==> config.mk <==
export PLATFORM = sky130hd
export DESIGN_NAME = multi_alarm_clock
export DESIGN_NICKNAME = d
export VERILOG_FILES = /design/src/rtl/clock_pkg.sv /design/src/rtl/sec_prescaler.sv /design/src/rtl/multi_alarm_clock.sv
export SDC_FILE = /design/constraint.sdc
export NUM_CORES = 1
export LEC_CHECK = 0
export ABC_AREA = 1
export BUFFER_PORTS_ARGS = -buffer_cell sky130_fd_sc_hd__buf_4
export CAP_MARGIN = 5
export CORE_ASPECT_RATIO = 1.2
export CORE_UTILIZATION = 30
export DETAILED_ROUTE_END_ITERATION = 8
export PLACE_DENSITY = 0.42
export SLEW_MARGIN = 20
export SYNTH_ARGS = -nofsm -noshare
export SYNTH_HDL_FRONTEND = slang
export SYNTH_SLANG_ARGS = --single-unit
==> constraint.sdc <==
create_clock -name clk -period 4.4 [get_ports clk]
set_input_delay 0.44 -clock clk [delete_from_list [all_inputs] [get_ports clk]]
set_output_delay 0.44 -clock clk [all_outputs]
set_load 0.05 [all_outputs]
==> src/rtl/clock_pkg.sv <==
// Shared time types, limits and helpers for the alarm clock block.
// Latency: none, types and pure functions only.
// Backpressure: not applicable.
package clock_pkg;

  localparam int MAX_HOURS   = 23;
  localparam int MAX_MINS    = 59;
  localparam int MAX_SECS    = 59;
  localparam int SW_MAX_MINS = 99;

  typedef struct packed {
    logic [4:0] hours;
    logic [5:0] mins;
    logic [5:0] secs;
  } hms_t;

  typedef enum logic [1:0] {
    IDLE    = 2'd0,
    RING    = 2'd1,
    SNOOZED = 2'd2
  } buzz_state_t;

  typedef enum logic [1:0] {
    SW_IDLE = 2'd0,
    SW_RUN  = 2'd1,
    SW_HOLD = 2'd2
  } sw_state_t;

  // True when every field of a time value is inside the 24-hour range.
  function automatic logic hms_valid(input hms_t t);
    return (t.hours <= 5'(MAX_HOURS)) &&
           (t.mins  <= 6'(MAX_MINS))  &&
           (t.secs  <= 6'(MAX_SECS));
  endfunction

  // One-second advance with carries; 23:59:59 wraps to 00:00:00.
  function automatic hms_t hms_inc(input hms_t t);
    hms_t r;
    r = t;
    if (t.secs != 6'(MAX_SECS)) begin
      r.secs = t.secs + 6'd1;
    end else begin
      r.secs = '0;
      if (t.mins != 6'(MAX_MINS)) begin
        r.mins = t.mins + 6'd1;
      end else begin
        r.mins  = '0;
        r.hours = (t.hours == 5'(MAX_HOURS)) ? 5'd0 : t.hours + 5'd1;
      end
    end
    return r;
  endfunction

endpackage

==> src/rtl/sec_prescaler.sv <==
// One-second prescaler: counts clk cycles 0..TICK_DIV-1 while run is high.
// Latency: tick is high during the cycle the counter sits at TICK_DIV-1.
// Backpressure: none; run=0 freezes the count, clr restarts the second.
module sec_prescaler #(
  parameter int TICK_DIV = 100_000_000
) (
  input  logic clk,
  input  logic reset,
  input  logic run,
  input  logic clr,
  output logic tick
);

  localparam int CW = $clog2(TICK_DIV);

  logic [CW-1:0] cnt;

  // Cycle counter; clr wins over run so a time load starts a fresh second.
  always_ff @(posedge clk or posedge reset) begin
    if (reset) begin
      cnt <= '0;
    end else if (clr) begin
      cnt <= '0;
    end else if (run) begin
      if (cnt == CW'(TICK_DIV - 1)) cnt <= '0;
      else                          cnt <= cnt + 1'b1;
    end
  end

  assign tick = run && (cnt == CW'(TICK_DIV - 1));

endmodule

==> src/rtl/multi_alarm_clock.sv <==
// 24h timekeeper with alarm slots, buzzer FSM and stopwatch (MULTI_ALARM_CLOCK_STOPWATCH_EN).
// Latency: time, buzzer and stopwatch update on the clk edge after tick or a control pulse.
// Backpressure: none; all controls are single-cycle pulses acted on immediately.
module multi_alarm_clock
  import clock_pkg::*;
#(
  parameter int TICK_DIV    = 100_000_000,
  parameter int NUM_ALARMS  = 4,
  parameter int BUZZ_SECS   = 30,
  parameter int SNOOZE_SECS = 300,
  parameter int IDXW        = (NUM_ALARMS > 1) ? $clog2(NUM_ALARMS) : 1
) (
  input  logic                  clk,
  input  logic                  reset,
  input  logic                  run,
  input  logic                  load,
  input  logic [4:0]            load_hours,
  input  logic [5:0]            load_mins,
  input  logic [5:0]            load_secs,
  input  logic                  alarm_wr,
  input  logic [IDXW-1:0]       alarm_idx,
  input  logic [4:0]            alarm_hours,
  input  logic [5:0]            alarm_mins,
  input  logic [5:0]            alarm_secs,
  input  logic                  alarm_en,
  input  logic                  alarm_ack,
  input  logic                  snooze,
  input  logic                  sw_start,
  input  logic                  sw_stop,
  input  logic                  sw_clear,
  output logic [4:0]            hours,
  output logic [5:0]            mins,
  output logic [5:0]            secs,
  output logic [6:0]            sw_mins,
  output logic [5:0]            sw_secs,
  output logic                  tick,
  output logic                  buzzer,
  output logic [NUM_ALARMS-1:0] alarm_hit
);

  localparam int BZ_MAX = (BUZZ_SECS > SNOOZE_SECS) ? BUZZ_SECS : SNOOZE_SECS;
  localparam int CNTW   = $clog2(BZ_MAX + 1);

  hms_t now_t, now_inc, load_t, wr_t;
  logic load_ok, wr_ok, tick_adv;

  assign load_t   = '{hours: load_hours, mins: load_mins, secs: load_secs};
  assign wr_t     = '{hours: alarm_hours, mins: alarm_mins, secs: alarm_secs};
  assign load_ok  = load && hms_valid(load_t);
  // The index may be wider than the slot count, so range-check it explicitly.
  assign wr_ok    = alarm_wr && hms_valid(wr_t) && (32'(alarm_idx) < NUM_ALARMS);
  assign now_inc  = hms_inc(now_t);
  // A tick in the same cycle as an accepted load is swallowed by the load.
  assign tick_adv = tick && !load_ok;

  sec_prescaler #(.TICK_DIV(TICK_DIV)) u_presc (
    .clk   (clk),
    .reset (reset),
    .run   (run),
    .clr   (load_ok),
    .tick  (tick)
  );

  // Current time register; load has priority over the tick advance.
  always_ff @(posedge clk or posedge reset) begin
    if (reset)         now_t <= '0;
    else if (load_ok)  now_t <= load_t;
    else if (tick_adv) now_t <= now_inc;
  end

  assign hours = now_t.hours;
  assign mins  = now_t.mins;
  assign secs  = now_t.secs;

  hms_t                  slot_t [NUM_ALARMS];
  logic [NUM_ALARMS-1:0] slot_en;
  logic [NUM_ALARMS-1:0] match;

  // Alarm slot bank; rejected writes leave every slot untouched.
  always_ff @(posedge clk or posedge reset) begin
    if (reset) begin
      slot_en <= '0;
      for (int i = 0; i < NUM_ALARMS; i++) slot_t[i] <= '0;
    end else if (wr_ok) begin
      for (int i = 0; i < NUM_ALARMS; i++) begin
        if (alarm_idx == IDXW'(i)) begin
          slot_t[i]  <= wr_t;
          slot_en[i] <= alarm_en;
        end
      end
    end
  end

  // Compare against the value the tick is about to produce, so the buzzer
  // rises on the same edge that shows the matching time.
  always_comb begin
    match = '0;
    for (int i = 0; i < NUM_ALARMS; i++)
      match[i] = tick_adv && slot_en[i] && (slot_t[i] == now_inc);
  end

  buzz_state_t           bz_state, bz_next;
  logic [CNTW-1:0]       bz_cnt, bz_cnt_next;
  logic [NUM_ALARMS-1:0] hit_next;

  // Buzzer state, duration counter and sticky hit mask.
  always_ff @(posedge clk or posedge reset) begin
    if (reset) begin
      bz_state  <= IDLE;
      bz_cnt    <= '0;
      alarm_hit <= '0;
    end else begin
      bz_state  <= bz_next;
      bz_cnt    <= bz_cnt_next;
      alarm_hit <= hit_next;
    end
  end

  // Buzzer next state: match beats ack, ack beats snooze, both beat timeouts.
  always_comb begin
    bz_next     = bz_state;
    bz_cnt_next = bz_cnt;
    hit_next    = alarm_hit;
    case (bz_state)
      IDLE: begin
        if (|match) begin
          bz_next     = RING;
          bz_cnt_next = '0;
          hit_next    = match;
        end
      end
      RING: begin
        if (|match) begin
          bz_cnt_next = '0;
          hit_next    = alarm_hit | match;
        end else if (alarm_ack) begin
          bz_next     = IDLE;
          bz_cnt_next = '0;
          hit_next    = '0;
        end else if (snooze) begin
          bz_next     = SNOOZED;
          bz_cnt_next = '0;
        end else if (tick) begin
          if (bz_cnt == CNTW'(BUZZ_SECS - 1)) begin
            bz_next     = IDLE;
            bz_cnt_next = '0;
            hit_next    = '0;
          end else begin
            bz_cnt_next = bz_cnt + 1'b1;
          end
        end
      end
      SNOOZED: begin
        if (|match) begin
          bz_next     = RING;
          bz_cnt_next = '0;
          hit_next    = alarm_hit | match;
        end else if (alarm_ack) begin
          bz_next     = IDLE;
          bz_cnt_next = '0;
          hit_next    = '0;
        end else if (tick) begin
          if (bz_cnt == CNTW'(SNOOZE_SECS - 1)) begin
            bz_next     = RING;
            bz_cnt_next = '0;
          end else begin
            bz_cnt_next = bz_cnt + 1'b1;
          end
        end
      end
      default: begin
        bz_next     = IDLE;
        bz_cnt_next = '0;
        hit_next    = '0;
      end
    endcase
  end

  assign buzzer = (bz_state == RING);

`ifdef MULTI_ALARM_CLOCK_STOPWATCH_EN
  sw_state_t  sw_state, sw_next;
  logic [6:0] sw_m, sw_m_next;
  logic [5:0] sw_s, sw_s_next;
  logic       sw_both;

  // start and stop together cancel each other out.
  assign sw_both = sw_start && sw_stop;

  // Stopwatch state and value registers.
  always_ff @(posedge clk or posedge reset) begin
    if (reset) begin
      sw_state <= SW_IDLE;
      sw_m     <= '0;
      sw_s     <= '0;
    end else begin
      sw_state <= sw_next;
      sw_m     <= sw_m_next;
      sw_s     <= sw_s_next;
    end
  end

  // Stopwatch next state; the value only moves on ticks while running.
  always_comb begin
    sw_next   = sw_state;
    sw_m_next = sw_m;
    sw_s_next = sw_s;
    case (sw_state)
      SW_IDLE: begin
        sw_m_next = '0;
        sw_s_next = '0;
        if (sw_start && !sw_both) sw_next = SW_RUN;
      end
      SW_RUN: begin
        if (tick) begin
          if (sw_s == 6'(MAX_SECS)) begin
            sw_s_next = '0;
            sw_m_next = (sw_m == 7'(SW_MAX_MINS)) ? 7'd0 : sw_m + 7'd1;
          end else begin
            sw_s_next = sw_s + 6'd1;
          end
        end
        if (sw_stop && !sw_both) sw_next = SW_HOLD;
      end
      SW_HOLD: begin
        if (!sw_both) begin
          if (sw_start) begin
            sw_next = SW_RUN;
          end else if (sw_clear) begin
            sw_next   = SW_IDLE;
            sw_m_next = '0;
            sw_s_next = '0;
          end
        end
      end
      default: begin
        sw_next   = SW_IDLE;
        sw_m_next = '0;
        sw_s_next = '0;
      end
    endcase
  end

  assign sw_mins = sw_m;
  assign sw_secs = sw_s;
`else
  logic unused_sw_ctl;
  assign unused_sw_ctl = ^{sw_start, sw_stop, sw_clear};
  assign sw_mins       = '0;
  assign sw_secs       = '0;
`endif

endmodule

==> run_results.csv <==
group,metric,value,unit
worst_setup_path,slowest_stage,"dfrtp_1",
yosys,synth_commonest_cells,"nand2_1 (418), inv_1 (165), nor2_1 (139)",
pwr,power_density,404,mW/mm^2
floorplanning,initial_core_util,30.7,%
sta,whs,0.123,ns
worst_setup_path,end_kind,"flop",
finish,antennaDiodeCount,0,
worst_setup_path,crit_path_frequent_cell,"nand2_1",
yosys,synth_compound_area_share,10.3,%
clock_network,cts.sink_count,131,
yosys,synth_area_leaders,"dfrtp_1 (38%), nand2_1 (18%), inv_1 (7.2%), nand3_1 (7.0%), nor2_1 (6.1%)",
yosys,synthAdderAreaFrac,1.46,%
job,cap_violations,0,
yosys,synth_ff_type,"dfrtp_1",
floorplanning,rows,67,
sta,period_needed,3.39,ns
sta,drv_slew,0,
sta,fin_ws,1.01,ns
placement,dp.cells,1718,
clock_network,insertion_delay,0.43,ns
clock_network,cts_resized,0,
finish,area_growth,17.2,%
finish,fin_cells,1750,
yosys,netlist_instances,1289,
placement,place.gp.congestion,0.886,
floorplanning,die-height,187,um
grt,grt_util_all_layers,20.8,%
finish,fill_cells,3101,
outcome,status,"complete, no violations",
clock_network,cts_inserted_buffers,17,
grt,antenna_found_initial,0,
worst_setup_path,worstSetupPathType,"reg2reg",
placement,dp_hpwl,22.7,mm
route,ant_nets,0,
sta,worstMarginPinSlew,0.768,ns
floorplanning,die_area,0.0293,mm^2
placement,io_buffers,66,
sta,setup_violations,0,
route,wirelength,29.0,mm
route,avgViaCountPerCell,4.75,
floorplanning,ios,83,
yosys,synth_area,0.00859,mm^2
clock_network,cts-htree-levels,4,
route,drc,0,
sta,min_period_over_period,77.1,%
pwr,ir_drop,217,uV
grt,grt_max_degree,71,
worst_setup_path,worstPathArrival,3.70,ns
min_path,worstHoldPathType,"in2async",
sta,hold_viol,0,
clock_network,clkTransAtPathRegs,0.06,ns
yosys,synth_edf_count,0,
grt,grt_pass1_wl,46.0,mm
yosys,synth.avg_cell_area,6.66,um^2
finish,design_area,0.0101,mm^2
clock_network,holdBufCountCts,0,
grt,grt_pass1_vias,8289,
clock_network,postCtsSetupRepairBufs,0,
grt,gr-total-overflow,0,
yosys,synth_seq_cells,131,
yosys,synth_top_family_by_area,"simple AND/OR/NAND/NOR gates",
finish,drive_above_1_share,10.4,%
route,dr_total_vias,8316,
yosys,synth-simple-area-share,39.2,%
yosys,synthArstFlopShare,100,%
floorplanning,core,0.0280,mm^2
sta,rsz0062_at_grt,"no",
yosys,yosysWarnings,0,
finish,nets,1415,
clock_network,cts_tree,"built",
worst_setup_path,max_stage_delay,0.47,ns
worst_setup_path,path_cells,"ha_1 > nand3_2 > nand2_1 > nand2_1 > nand2_1 > nand2_1 > inv_1 > nand2_1 > nor2_1 > nand3_1 > nor2_1 > nor2_2 > nand2_2 > nand2_1 > nand2_1 > nor2_1 > nand2_1 > nand2_1",
pwr,p_leak,5.04,nW
yosys,yosysTopAreaCell,"dfrtp_1",
sta,fmax,0.295,GHz
worst_setup_path,cp_max_fo,18,
route,wl_per_cell,16.6,um
clock_network,cts-root-buf,"clkbuf_16",
placement,place_worst_setup_slack,1.05,ns
sta,relSlewSlack,48.8,%
sta,fin_skew,0.0125,ns
worst_setup_path,ff2ff_path_depth,18,
yosys,muxShareOfSynthArea,0,%
worst_setup_path,rrSetupSlack,1.01,ns
sta,fin_setup_tns,0,ns
floorplanning,dieWidth,156,um
clock_network,clockBufferDepth,2,
route,drt_iter0_markers,503,
yosys,yosys.area.top_type_share,38.2,%
worst_setup_path,required,4.71,ns
yosys,synth_xor_area_share,1.02,%
yosys,synth.most_common_cell,"nand2_1",
yosys,ys_seq_area_share,38.2,%
placement,dpl_cell_area,0.00949,mm^2
yosys,yosys.cell_types.count,41,
worst_setup_path,worst_setup_path_start_kind,"flop",
route,first_pass_iters,5,
[state kept, by name, indices dropped and copies added (netlist names)]
| register | cells |
|---|---|
| alarm_hit | 4 |
| slot_en | 4 |
| bz_state | 2 |
| mins | 6 |
| slot_t | 68 |
| bz_cnt | 9 |
| hours | 5 |
| u_presc.cnt | 27 |
| secs | 6 |
[power breakdown]
group	leakage (nW)	internal [mW]	total, mW	switching (mW)
Combinational	3.07	0.352	1.10	0.745
Sequential	1.69	1.37	1.55	0.179
Clock	0.281	0.844	1.42	0.579
Total	5.04	2.57	4.07	1.50
[worst max-delay path, delay by kind of cell (launching register included)]
family	cells	cell delay [ns]
simple gates	16	2.39
flops	1	0.47
fa+ha+maj	1	0.32
buf+inv	1	0.08
[stage by stage]
| stage | power, mW | util (%) |
|---|---|---|
| finish | 4.07 | 36.0 |
| global route | 4.34 | 36.0 |
| CTS | 4.12 | 36.0 |
| detailed placement | 2.68 | 33.9 |
| global placement | 2.66 | 33.9 |
| floorplan | 2.30 | - |
[metal layers]
layer,track usage (%),vias to the layer above,part of all wire (%)
met1,27.2,3871,47
met4,7.24,0,2.4
met3,2.87,38,3.0
li1,-,4265,-
met2,34.9,142,48
met5,0,-,0
[cell families (layout without fill, tap and decap cells)]
group | after synthesis | count (layout)
simple gates | 775 | 775
buf+inv | 207 | 277
compound gates | 155 | 155
xor+xnor | 10 | 10
fa+ha+maj | 10 | 10
flops | 131 | 131
other cells | 1 | 13
[layout by cell type, fill, tap and decap left out, types with 3 or more instances in the layout]
cell type	n
inv_2	3
xor2_1	5
a211oi_1	3
nand3_2	6
nor4_1	5
nand3b_1	18
nor2_2	3
nand2_2	11
clkinvlp_4	3
o211ai_1	3
o21ai_0	93
nor3b_1	5
a31oi_1	3
clkbuf_16	17
conb_1	13
nor2_1	139
nand4_1	29
ha_1	10
nor2_4	3
nand2_1	418
nand3_1	119
clkinv_2	6
inv_1	164
clkinv_4	3
xnor2_1	5
dfrtp_1	131
a21oi_1	29
buf_4	77
o221ai_1	15
nor3_1	11
[worst paths after layout]
path	startpoint	to
min in group clk	alarm_hours[1]	slot_t[13]$_DFFE_PP0P_
setup / recovery	secs[0]$_DFFE_PP0P_	bz_state[0]$_DFFE_PP0P_
hold / removal	reset	u_presc.cnt[25]$_DFFE_PP0P_
setup reg to reg	secs[0]$_DFFE_PP0P_	bz_state[0]$_DFFE_PP0P_
hold reg to reg	slot_t[50]$_DFFE_PP0P_	slot_t[50]$_DFFE_PP0P_
max in group asynchronous	reset	slot_t[10]$_DFFE_PP0P_
[area by class of cell]
type,instances,area [um^2],area share [%]
clock inverters,14,139,1.38
multi-input cells,963,4520,44.9
inverters,168,636,6.31
flip-flops and latches,131,3280,32.6
clock buffers,18,439,4.36
repair buffers,77,578,5.74
well taps,379,474,4.71
Note: power is estimated with default switching activity, not from simulation.
